`src/rtl/axi_pkg.sv`:
```
// Shared types and constants for the single-beat AXI master: FSM state
// encoding, response codes, and a helper that marks the watchdog-guarded states.
package axi_pkg;

  typedef enum logic [2:0] {
    IDLE,
    WR_ADDR,
    WR_DATA,
    WR_RESP,
    RD_ADDR,
    RD_DATA,
    DONE
  } state_e;

  localparam logic [1:0] RESP_OKAY    = 2'b00;
  localparam logic [1:0] RESP_TIMEOUT = 2'b10;
  localparam logic [1:0] RESP_ERR     = 2'b11;

  function automatic logic is_wait_state(input state_e s);
    return (s == WR_ADDR) || (s == WR_DATA) || (s == WR_RESP) ||
           (s == RD_ADDR) || (s == RD_DATA);
  endfunction

endpackage

```
`src/rtl/axi_master_timer.sv`:
```
// Per-phase watchdog: a 16-bit counter that restarts on clear and flags
// expiry on the TIMEOUT-th enabled cycle.
module axi_master_timer #(
  parameter int unsigned TIMEOUT = 16
) (
  input  logic clk_i,
  input  logic rst_ni,
  input  logic clear_i,
  input  logic enable_i,
  output logic expired_o
);

  localparam logic [15:0] LIMIT = 16'(TIMEOUT - 1);

  logic [15:0] cnt_q, cnt_d;

  // NOTE: every always_comb output gets a default first, so no path leaves it unassigned and no latch is inferred.
  always_comb begin
    cnt_d = cnt_q;
    if (clear_i) begin
      cnt_d = '0;
    end else if (enable_i && (cnt_q != LIMIT)) begin
      cnt_d = cnt_q + 16'd1;
    end
  end

  // NOTE: state updates use non-blocking assignments; reset is synchronous, so it is sampled like any other input.
  always_ff @(posedge clk_i) begin
    if (!rst_ni) begin
      cnt_q <= '0;
    end else begin
      cnt_q <= cnt_d;
    end
  end

  assign expired_o = enable_i && (cnt_q == LIMIT);

endmodule

```
`src/rtl/axi_master.sv`:
```
// Single-outstanding AXI4-Lite style master: accepts one local command,
// runs it over AW/W/B or AR/R, and returns a registered completion.
module axi_master
  import axi_pkg::*;
#(
  parameter int unsigned ADDR_W  = 32,
  parameter int unsigned DATA_W  = 32,
  parameter int unsigned TIMEOUT = 16
) (
  input  logic              aclk,
  input  logic              arst,
  input  logic              cmd_valid,
  output logic              cmd_ready,
  input  logic              cmd_write,
  input  logic [ADDR_W-1:0] cmd_addr,
  input  logic [DATA_W-1:0] cmd_wdata,
  output logic              rsp_valid,
  input  logic              rsp_ready,
  output logic [DATA_W-1:0] rsp_rdata,
  output logic [1:0]        rsp_resp,
  output logic              awvalid,
  output logic [ADDR_W-1:0] awaddr,
  input  logic              awready,
  output logic              wvalid,
  output logic [DATA_W-1:0] wdata,
  input  logic              wready,
  input  logic              bvalid,
  input  logic [1:0]        bresp,
  output logic              bready,
  output logic              arvalid,
  output logic [ADDR_W-1:0] araddr,
  input  logic              arready,
  input  logic              rvalid,
  input  logic [DATA_W-1:0] rdata,
  input  logic [1:0]        rresp,
  output logic              rready
);

  state_e              state_q, state_d;
  logic [ADDR_W-1:0]   addr_q, addr_d;
  logic [DATA_W-1:0]   wdata_q, wdata_d;
  logic [DATA_W-1:0]   rsp_rdata_q, rsp_rdata_d;
  logic [1:0]          rsp_resp_q, rsp_resp_d;
  logic                cmd_ready_q, awvalid_q, wvalid_q, bready_q;
  logic                arvalid_q, rready_q, rsp_valid_q;
  logic                awaited, expired;

  axi_master_timer #(.TIMEOUT(TIMEOUT)) u_timer (
    .clk_i     (aclk),
    .rst_ni    (arst),
    .clear_i   (state_d != state_q),
    .enable_i  (is_wait_state(state_q)),
    .expired_o (expired)
  );

  always_comb begin
    unique case (state_q)
      WR_ADDR: awaited = awready;
      WR_DATA: awaited = wready;
      WR_RESP: awaited = bvalid;
      RD_ADDR: awaited = arready;
      RD_DATA: awaited = rvalid;
      default: awaited = 1'b0;
    endcase
  end

  always_comb begin
    state_d     = state_q;
    addr_d      = addr_q;
    wdata_d     = wdata_q;
    rsp_rdata_d = rsp_rdata_q;
    rsp_resp_d  = rsp_resp_q;
    // A slave handshake on the expiry cycle takes priority over the timeout.
    if (is_wait_state(state_q) && !awaited && expired) begin
      state_d     = DONE;
      rsp_resp_d  = RESP_TIMEOUT;
      rsp_rdata_d = '0;
    end else begin
      unique case (state_q)
        IDLE: if (cmd_valid && cmd_ready_q) begin
          addr_d  = cmd_addr;
          wdata_d = cmd_wdata;
          state_d = cmd_write ? WR_ADDR : RD_ADDR;
        end
        WR_ADDR: if (awready) state_d = WR_DATA;
        WR_DATA: if (wready)  state_d = WR_RESP;
        WR_RESP: if (bvalid) begin
          rsp_resp_d  = bresp;
          rsp_rdata_d = '0;
          state_d     = DONE;
        end
        RD_ADDR: if (arready) state_d = RD_DATA;
        RD_DATA: if (rvalid) begin
          rsp_resp_d  = rresp;
          rsp_rdata_d = rresp[1] ? '0 : rdata;
          state_d     = DONE;
        end
        DONE:    if (rsp_ready) state_d = IDLE;
        default: state_d = IDLE;
      endcase
    end
  end

  always_ff @(posedge aclk) begin
    if (!arst) state_q <= IDLE;
    else       state_q <= state_d;
  end

  // Handshake outputs are registered from the next state; cmd_ready waits one
  // full IDLE cycle so acceptances are never back-to-back.
  always_ff @(posedge aclk) begin
    if (!arst) begin
      addr_q      <= '0;
      wdata_q     <= '0;
      rsp_rdata_q <= '0;
      rsp_resp_q  <= '0;
      cmd_ready_q <= 1'b0;
      awvalid_q   <= 1'b0;
      wvalid_q    <= 1'b0;
      bready_q    <= 1'b0;
      arvalid_q   <= 1'b0;
      rready_q    <= 1'b0;
      rsp_valid_q <= 1'b0;
    end else begin
      addr_q      <= addr_d;
      wdata_q     <= wdata_d;
      rsp_rdata_q <= rsp_rdata_d;
      rsp_resp_q  <= rsp_resp_d;
      cmd_ready_q <= (state_q == IDLE) && (state_d == IDLE);
      awvalid_q   <= (state_d == WR_ADDR);
      wvalid_q    <= (state_d == WR_DATA);
      bready_q    <= (state_d == WR_RESP);
      arvalid_q   <= (state_d == RD_ADDR);
      rready_q    <= (state_d == RD_DATA);
      rsp_valid_q <= (state_d == DONE);
    end
  end

  assign cmd_ready = cmd_ready_q;
  assign rsp_valid = rsp_valid_q;
  assign rsp_rdata = rsp_rdata_q;
  assign rsp_resp  = rsp_resp_q;
  assign awvalid   = awvalid_q;
  assign awaddr    = addr_q;
  assign wvalid    = wvalid_q;
  assign wdata     = wdata_q;
  assign bready    = bready_q;
  assign arvalid   = arvalid_q;
  assign araddr    = addr_q;
  assign rready    = rready_q;

endmodule

```
`config.mk`:
```
export PLATFORM = sky130hd
export DESIGN_NAME = axi_master
export DESIGN_NICKNAME = d
export VERILOG_FILES = /design/src/rtl/axi_pkg.sv /design/src/rtl/axi_master_timer.sv /design/src/rtl/axi_master.sv
export SDC_FILE = /design/constraint.sdc
export NUM_CORES = 1
export LEC_CHECK = 0
export ABC_AREA = 1
export CORE_ASPECT_RATIO = 0.6
export CORE_UTILIZATION = 42
export CTS_CLUSTER_SIZE = 40
export DETAILED_ROUTE_END_ITERATION = 8
export GPL_ROUTABILITY_DRIVEN = 1
export PLACE_DENSITY = 0.84
export SLEW_MARGIN = 15
export SYNTH_ARGS = -nofsm -noshare
export SYNTH_HDL_FRONTEND = slang
export SYNTH_SLANG_ARGS = --single-unit
export TNS_END_PERCENT = 20
```
`constraint.sdc`:
```
create_clock -name aclk -period 2.15 [get_ports aclk]
set_input_delay 0.43 -clock aclk [delete_from_list [all_inputs] [get_ports aclk]]
set_output_delay 0.43 -clock aclk [all_outputs]
set_load 0.03 [all_outputs]
```
======== Word level (Yosys, flattened, before mapping) ========
Cells that the tools add are included.
word-level totals
  register bits after elaboration ......... 124
  input port bits ......................... 110
  output and inout bits ................... 137
cells by class
  add/subtract/negate cells ............... 1
  equality and inequality tests ........... 19
  multiplexer cells ....................... 19
  bitwise gates (word level) .............. 2
  reduce and logical (&&, ||, !) cells .... 20
operator list
  operator               count
  $mux 32                3
  $pmux 32 s2            1
  $mux 3                 9
  $pmux 3 s7             1
  $eq 3x3->1 const B     6
  $add 16x1->16 const B  1
  $eq 16x4->1 const B    1
  $ne 16x4->1 const B    1
  $eq 3x2->1 const B     4
  $reduce_and 3->1       3
  $eq 3x1->1 const B     2
  $logic_and 1x1->1      6
  $logic_not 3->1        2
  $mux 2                 3
  $ne 3x2->1 const B     2
  $pmux 1 s5             1
  $logic_or 1x1->1       4
  $ne 2x2->1 const B     2
  $pmux 2 s2             1
  $reduce_or 2->1        2
  $ne 3x3->1             1
  $reduce_bool 3->1      1
  $not 1->1              2
  $reduce_bool 2->1      1
  $logic_not 1->1        1

======== Logic depth before layout (Yosys ltp) ========
Gate-level depths: netlist of run 1.
  word-level depth ........................ 10
  depth in mapped cells ................... 13

======== By module ========
A second synthesis of run 1 with hierarchy kept.
second synthesis, totals
  cells, all modules ...................... 748
  area, all modules ....................... 5461.5 um^2
by module, submodules not included
  module            instances  cells each  area an instance (um^2)
  axi_master        1          601         4523.1
  axi_master_timer  1          147         938.4

======== Least setup slack after synthesis of run 1 ========
No wires, ideal clock.
  kind .................................... reg-to-reg
  from .................................... reg u_timer.cnt_q[0]
  to ...................................... reg u_timer.cnt_q[6]
  library setup time ...................... 119 ps
  data arrival time ....................... 1642 ps
  data required time ...................... 2031 ps
  path slack .............................. 389 ps
  stages on the path, launching flop included .. 14
  buffers on the path ..................... 1
  clock period less this slack ............ 1761 ps
  cells stage by stage .................... dfxtp_1 > ha_1 > nand2_1 > inv_2 > nand2_1 > nor2_1 > nand2_1 > nor2_2 > nand2_4 > nand2_1 > nand2_1 > nand3_4 > buf_6 > nor3_2
between the ends
  word-level cells in the longest chain between the ends .. 6
  elaborated cells between the ends (all ways) .. 9
ends and longest elaborated chain
  what                              line                    RTL
  start, declared                   axi_master_timer.sv:15  logic [15:0] cnt_q, cnt_d;
  start signal, assigned            axi_master_timer.sv:32  cnt_q <= cnt_d;
  $eq 16x4->1                       axi_master_timer.sv:36  assign expired_o = enable_i && (cnt_q == LIMIT);
  $logic_and 1x1->1                 axi_master_timer.sv:36
  $logic_and 1x1->1                 axi_master.sv:74        if (is_wait_state(state_q) && !awaited && expired) begin
  $mux 3                            axi_master.sv:74
  $ne 3x3->1                        axi_master.sv:51        .clear_i (state_d != state_q),
  $reduce_or 2->1 (no source line)  --
Parallel ways exist; a longest one is shown, timed or not.
A chain may end at the register's enable or synchronous reset.

======== Worst setup path in the final report of run 1 ========
  from .................................... reg wdata_q[8] (netlist: wdata[8])
  to ...................................... out wdata[8]
RTL lines
  what                    line               RTL
  start, declared         axi_master.sv:41   logic [DATA_W-1:0] wdata_q, wdata_d;
  start signal, assigned  axi_master.sv:126  wdata_q <= wdata_d;
  end, declared           axi_master.sv:25   output logic [DATA_W-1:0] wdata,
No word-level cell between the ends.

==> run_results.csv, run 1 <==
group,metric,value,unit
outcome,status,"finished clean",
sta,timing.final.ws_setup,0.249,ns
global_routing,first_global_vias,5193,
min_path,hold_start,"wdata[4]",
clocking,cts_tree,"yes",
synthesis,synthArstFlopShare,0,
floorplanning,fp.coreArea,0.0124,sq mm
final_layout,layout_common_cells,"clkdlybuf4s50_1, nand2_1, dfxtp_1",
setup_path,slowest_delay,0.73,ns
global_routing,grt_pass1_wl,25700,microns
global_routing,antenna_found_initial,0,
setup_path,path_max_fanout,2,
floorplanning,die_w,150,microns
placement,portBuffers,246,
power,p_per_area,958,mW/mm^2
sta,timing.fmax,0.526,GHz
min_path,hp-class,"flop to flop",
setup_path,r2r_start,"u_timer.cnt_q[1]",
synthesis,synth_area_leader_cell,"dfxtp_1",
final_layout,layout.nets,1064,
clocking,cts_max_level,4,
detailed_routing,drt_iter0_drc,303,
setup_path,startpoint,"wdata[8]",
setup_path,worstPathArrival,1.47,ns
floorplanning,die_y,90.7,microns
setup_path,cp_num_buf_inv,1,
sta,hold-worst-slack,0.463,ns
sta,setup_tns,0,ns
clocking,cts_buffers,17,
synthesis,ys_seq_elements,124,
final_layout,n_antenna_cell,0,
final_layout,area_growth_syn_to_layout,54.5,%
detailed_routing,finalWirelength,15900,microns
sta,hold_violations,0,
power,ir_drop,722,uV
synthesis,synth_top_cell_area_share,0.451,
final_layout,drive_gt1_frac,0.0808,
synthesis,syn-instance-count,753,
sta,slew_violations,0,
clocking,clk-insertion-delay-late,0.41,ns
setup_path,cp_slowest_cell,"clkdlybuf4s50_1",
detailed_routing,drt-vias-per-instance,4.97,
clocking,cts.sinks,124,
clocking,hold_buffers,0,
synthesis,ys_types,30,
setup_path,path_cells,"clkdlybuf4s50_1",
clocking,cts_resized,0,
clocking,post_cts_buffers,0,
sta,period_share,0.884,
setup_path,crit_type,"flop to output pin",
placement,dp_slack,0.101,ns
detailed_routing,drtAntennaViolNets,0,
placement,dp_hpwl,11200,microns
synthesis,ys.flop_type,"dfxtp_1",
setup_path,required,1.72,ns
clocking,cts_root_buf,"clkbuf_16",
global_routing,grt_usage,0.238,
final_layout,final_common_cell,"clkdlybuf4s50_1",
power,static-leakage-power,0.00321,uW
synthesis,synth_warnings,0,
synthesis,synth_area_leaders,"dfxtp_1, nand2_1, nand3_1, a21oi_1, o21ai_0",
detailed_routing,wl_per_cell,14.1,microns
sta,relSlewSlack,0.552,
detailed_routing,drc,0,
power,p_total,8150,uW
clocking,cts_buffer_depth,2,
sta,worst_pin_slew,0.672,ns
floorplanning,fp-row-count,31,
sta,setup_viol,0,
floorplanning,io_pins,247,
detailed_routing,dr.pass1.iters,5,
synthesis,syn_nets,864,
sta,fin_crit,1.90,ns
global_routing,grt_start_max_net_pins,68,
synthesis,syn_area,0.00551,sq mm
setup_path,cp_top_family,"buffers and inverters",
floorplanning,start_util,0.444,
job,maxCapViolations,0,
placement,place.gp.congestion,0.864,
sta,fin_skew,0.0129,ns
detailed_routing,vias,5617,
clocking,clk_pin_slew,0.05,ns
synthesis,syn_avg_cell_area,7.31,sq um
synthesis,ys_seq_area_frac,0.451,
synthesis,synth-edff-count,0,
sta,rsz0062_at_grt,"false",
setup_path,startpoint_type,"flop",
setup_path,setup.worst_path.end_class,"output pin",
global_routing,grt_overflow_total,0,
final_layout,final_core_util,0.685,
floorplanning,dieArea,0.0136,sq mm
cell type report:
class | count | area (sq um)
Clock buffer | 18 | 439
Clock inverter | 13 | 170
Sequential cell | 124 | 2480
Fill cell | 1030 | 3910
Multi-Input combinational cell | 481 | 2330
Timing Repair Buffer | 258 | 2620
Tap cell | 165 | 206
Inverter | 71 | 267
registers in the layout (all words and copies together) (netlist names):
register,count
state_q,3
rsp_resp,2
arvalid,1
wvalid,1
awvalid,1
rready,1
u_timer.cnt_q,16
rsp_rdata,32
wdata,32
bready,1
rsp_valid,1
cmd_ready,1
araddr,32
stage by stage:
| stage | area, sq um | instances |
|---|---|---|
| 3_5_place_dp | 7900 | 1099 |
| 2_1_floorplan | 5510 | 753 |
| 6_report | 8510 | 1130 |
| 4_1_cts | 8510 | 1130 |
| 3_3_place_gp | 7900 | 1099 |
| 5_1_grt | 8510 | 1130 |
power breakdown:
| part | switching [uW] | internal, uW |
|---|---|---|
| clock | 1050 | 1850 |
| combinational | 1610 | 971 |
| sequential | 144 | 2520 |
cell usage after synthesis (2+ instances only):
master      n
a21oi_1    70
buf_2       7
buf_4      33
buf_6       2
clkbuf_1   35
dfxtp_1   124
inv_1      64
inv_2       7
nand2_1   131
nand2_2     6
nand3_1    81
nand3_4     2
nand4_1     8
nor2_1     62
nor2_2      5
nor3_1     17
nor3_2     10
o21ai_0    63
o21ai_1    10
xnor2_1     2
xor2_1      5
routing by layer:
metal / share of wire / GRT usage / vias up / wire [microns]
met1: 0.44 / 0.306 / 2567 / 7060
met2: 0.46 / 0.375 / 213 / 7280
li1: - / - / 2816 / -
met3: 0.081 / 0.0758 / 21 / 1290
met5: 0 / 0 / - / 0
met4: 0.016 / 0.0808 / 0 / 257
worst paths after layout:
kind | to | cells past startpoint | slack (ns)
max | wdata[8] | 1 | 0.25
min | wdata[4] | 2 | 0.46
max reg2reg | u_timer.cnt_q[4] | 11 | 0.25
min reg2reg | wdata[4] | 2 | 0.46
logic make-up after synthesis:
| logic type | synth area share |
|---|---|
| AOI/OAI and AO/OA | 0.134 |
| adders and majority gates | 0.00227 |
| xor gates and xnor gates | 0.0111 |
| DFF | 0.451 |
| buffers and inverters | 0.128 |
| and+or+nand+nor | 0.274 |
Power figures use the tool's default switching activity.
==> inputs of run 2 (changes only) <==
--- a/config.mk
+++ b/config.mk
@@ -12,6 +12,7 @@
 export DETAILED_ROUTE_END_ITERATION = 8
 export GPL_ROUTABILITY_DRIVEN = 1
 export PLACE_DENSITY = 0.84
+export SETUP_SLACK_MARGIN = 0.4
 export SLEW_MARGIN = 15
 export SYNTH_ARGS = -nofsm -noshare
 export SYNTH_HDL_FRONTEND = slang
==> run 2 against run 1 <==
Final cell count up 1.1%. Setup slack better by 0.022 ns. Global-route usage rose by 0.63 points. Total power increased by 4.0%. Final area up 4.0%. Via count up 1.9%. Highest routed layer unchanged. Sequential share of layout area down 0.97 points. Largest cell class unchanged.
==> run_results.csv, run 2 (synthesis gave the netlist of run 1 again) <==
group,metric,value,unit
outcome,status,"finished clean",
setup_path,startpoint_type,"flop",
placement,portBuffers,246,
global_routing,grt_start_max_net_pins,68,
setup_path,path_cells,"clkdlybuf4s50_1",
sta,relSlewSlack,0.558,
sta,setup_viol,0,
clocking,cts_tree,"yes",
setup_path,cp_slowest_cell,"clkdlybuf4s50_1",
setup_path,cp_num_buf_inv,1,
clocking,clk_pin_slew,0.06,ns
clocking,cts_buffer_depth,2,
detailed_routing,drc,0,
placement,dpl-instance-area,0.00792,sq mm
sta,fin_crit,1.88,ns
floorplanning,io_pins,247,
sta,rsz0062_at_grt,"true",
clocking,clk-insertion-delay-late,0.42,ns
sta,slew_violations,0,
final_layout,multi_input_area,0.00251,sq mm
global_routing,first_global_vias,5135,
floorplanning,dieArea,0.0136,sq mm
clocking,hold_buffers,0,
global_routing,grt_usage,0.245,
setup_path,cp_top_family,"buffers and inverters",
global_routing,grt_pass1_wl,26100,microns
floorplanning,die_w,150,microns
final_layout,final_common_cell,"clkdlybuf4s50_1",
power,p_per_area,959,mW/mm^2
sta,setup_tns,0,ns
setup_path,path_max_fanout,2,
setup_path,worstPathArrival,1.45,ns
floorplanning,fp-row-count,31,
detailed_routing,vias,5725,
global_routing,antenna_found_initial,0,
power,ir_drop,620,uV
clocking,cts.sinks,124,
final_layout,regArea,0.00249,sq mm
final_layout,design_area,0.00884,sq mm
min_path,hp-class,"flop to flop",
floorplanning,die_y,90.7,microns
setup_path,slowest_delay,0.70,ns
setup_path,required,1.72,ns
placement,dp_hpwl,11600,microns
final_layout,layout_common_cells,"clkdlybuf4s50_1, nand2_1, dfxtp_1",
sta,period_share,0.874,
final_layout,nFillCells,954,
detailed_routing,drt-vias-per-instance,5.01,
detailed_routing,drt_iter0_drc,295,
detailed_routing,drtAntennaViolNets,0,
detailed_routing,finalWirelength,16900,microns
clocking,cts_buffers,17,
power,static-leakage-power,0.00400,uW
floorplanning,fp.coreArea,0.0124,sq mm
placement,place.gp.congestion,0.916,
sta,hold_violations,0,
clocking,cts_max_level,4,
global_routing,grt_overflow_total,0,
clocking,cts_root_buf,"clkbuf_16",
setup_path,setup.worst_path.end_class,"output pin",
final_layout,area_growth_syn_to_layout,60.6,%
final_layout,n_antenna_cell,0,
detailed_routing,dr.pass1.iters,5,
power,p_total,8480,uW
floorplanning,start_util,0.444,
sta,worst_pin_slew,0.663,ns
detailed_routing,wl_per_cell,14.8,microns
setup_path,crit_type,"flop to output pin",
sta,timing.fmax,0.532,GHz
sta,fin_skew,0.0116,ns
job,maxCapViolations,0,
final_layout,drive_gt1_frac,0.116,
final_layout,layout.nets,1075,
run 2: cell count changes in the layout (fill, tap and decap cells not counted), moves of 6 or more:
cell,delta
clkdlybuf4s50_1,-61
buf_4,+9
nand2_1,-7
dfxtp_1,-6
dlymetal6s2s_1,+31
dlygate4sd2_1,+30
nand2_4,+6
run 2: power by group:
group | internal [uW] | switching (uW) | total (uW)
combinational | 992 | 1730 | 2730
sequential | 2520 | 150 | 2670
clock | 1960 | 1120 | 3080
total | 5480 | 3000 | 8480
run 2: through the flow:
stage	worst slack [ns]	cells	utilization	hold WS, ns
after CTS	0.254	1138	0.694	0.465
after global placement	0.155	1102	0.638	0.451
final	0.271	1142	0.713	0.463
after detailed placement	0.0591	1102	0.638	0.456
after floorplan	0.401	753	-	0.543
after global routing	0.225	1142	0.713	0.486
run 2: tightest hold or removal path, delay by kind of cell (launching register included):
| kind | cells | cell delay (ns) |
|---|---|---|
| flip-flops | 1 | 0.31 |
| AO/OA/AOI/OAI | 1 | 0.05 |
| AND/OR/NAND/NOR | 1 | 0.06 |
run 2: final timing paths:
kind,slack (ns),cells after the start,startpoint,endpoint
worst max-delay path,0.27,1,rsp_rdata[24],rsp_rdata[24]
worst min-delay path,0.46,2,wdata[16],wdata[16]
worst min register to register,0.46,2,wdata[16],wdata[16]
worst max register to register,0.40,6,state_q[0],u_timer.cnt_q[1]
run 2: layout make-up:
type / count / area share
clock buffer: 17 / 0.0481
clock inverter: 15 / 0.0238
inverter: 71 / 0.0304
multi-input combinational: 483 / 0.284
sequential: 124 / 0.282
tap: 165 / 0.0233
timing repair buffer: 267 / 0.308
run 2: routing by layer:
| metal | global-route usage | up-vias | routed length, microns | share of wire |
|---|---|---|---|---|
| li1 | - | 2853 | - | - |
| met1 | 0.308 | 2630 | 7110 | 0.42 |
| met2 | 0.387 | 219 | 7970 | 0.47 |
| met3 | 0.0823 | 23 | 1560 | 0.092 |
| met4 | 0.0867 | 0 | 274 | 0.016 |
| met5 | 0 | - | 0 | 0 |
run 2: what timing repair did:
action,in CTS,in global routing
resized for setup,46,60
setup buffers,2,4
pin swaps,4,17
gates cloned,2,0
setup endpoints to repair,186,206
==> inputs of run 3 (changes only) <==
--- a/config.mk
+++ b/config.mk
@@ -13,6 +13,7 @@
 export GPL_ROUTABILITY_DRIVEN = 1
 export PLACE_DENSITY = 0.84
 export SETUP_SLACK_MARGIN = 0.4
+export SKIP_LAST_GASP = 1
 export SLEW_MARGIN = 15
 export SYNTH_ARGS = -nofsm -noshare
 export SYNTH_HDL_FRONTEND = slang
==> results of run 3 <==
No change in the layout: final DEF, timing and power equal those of run 2.
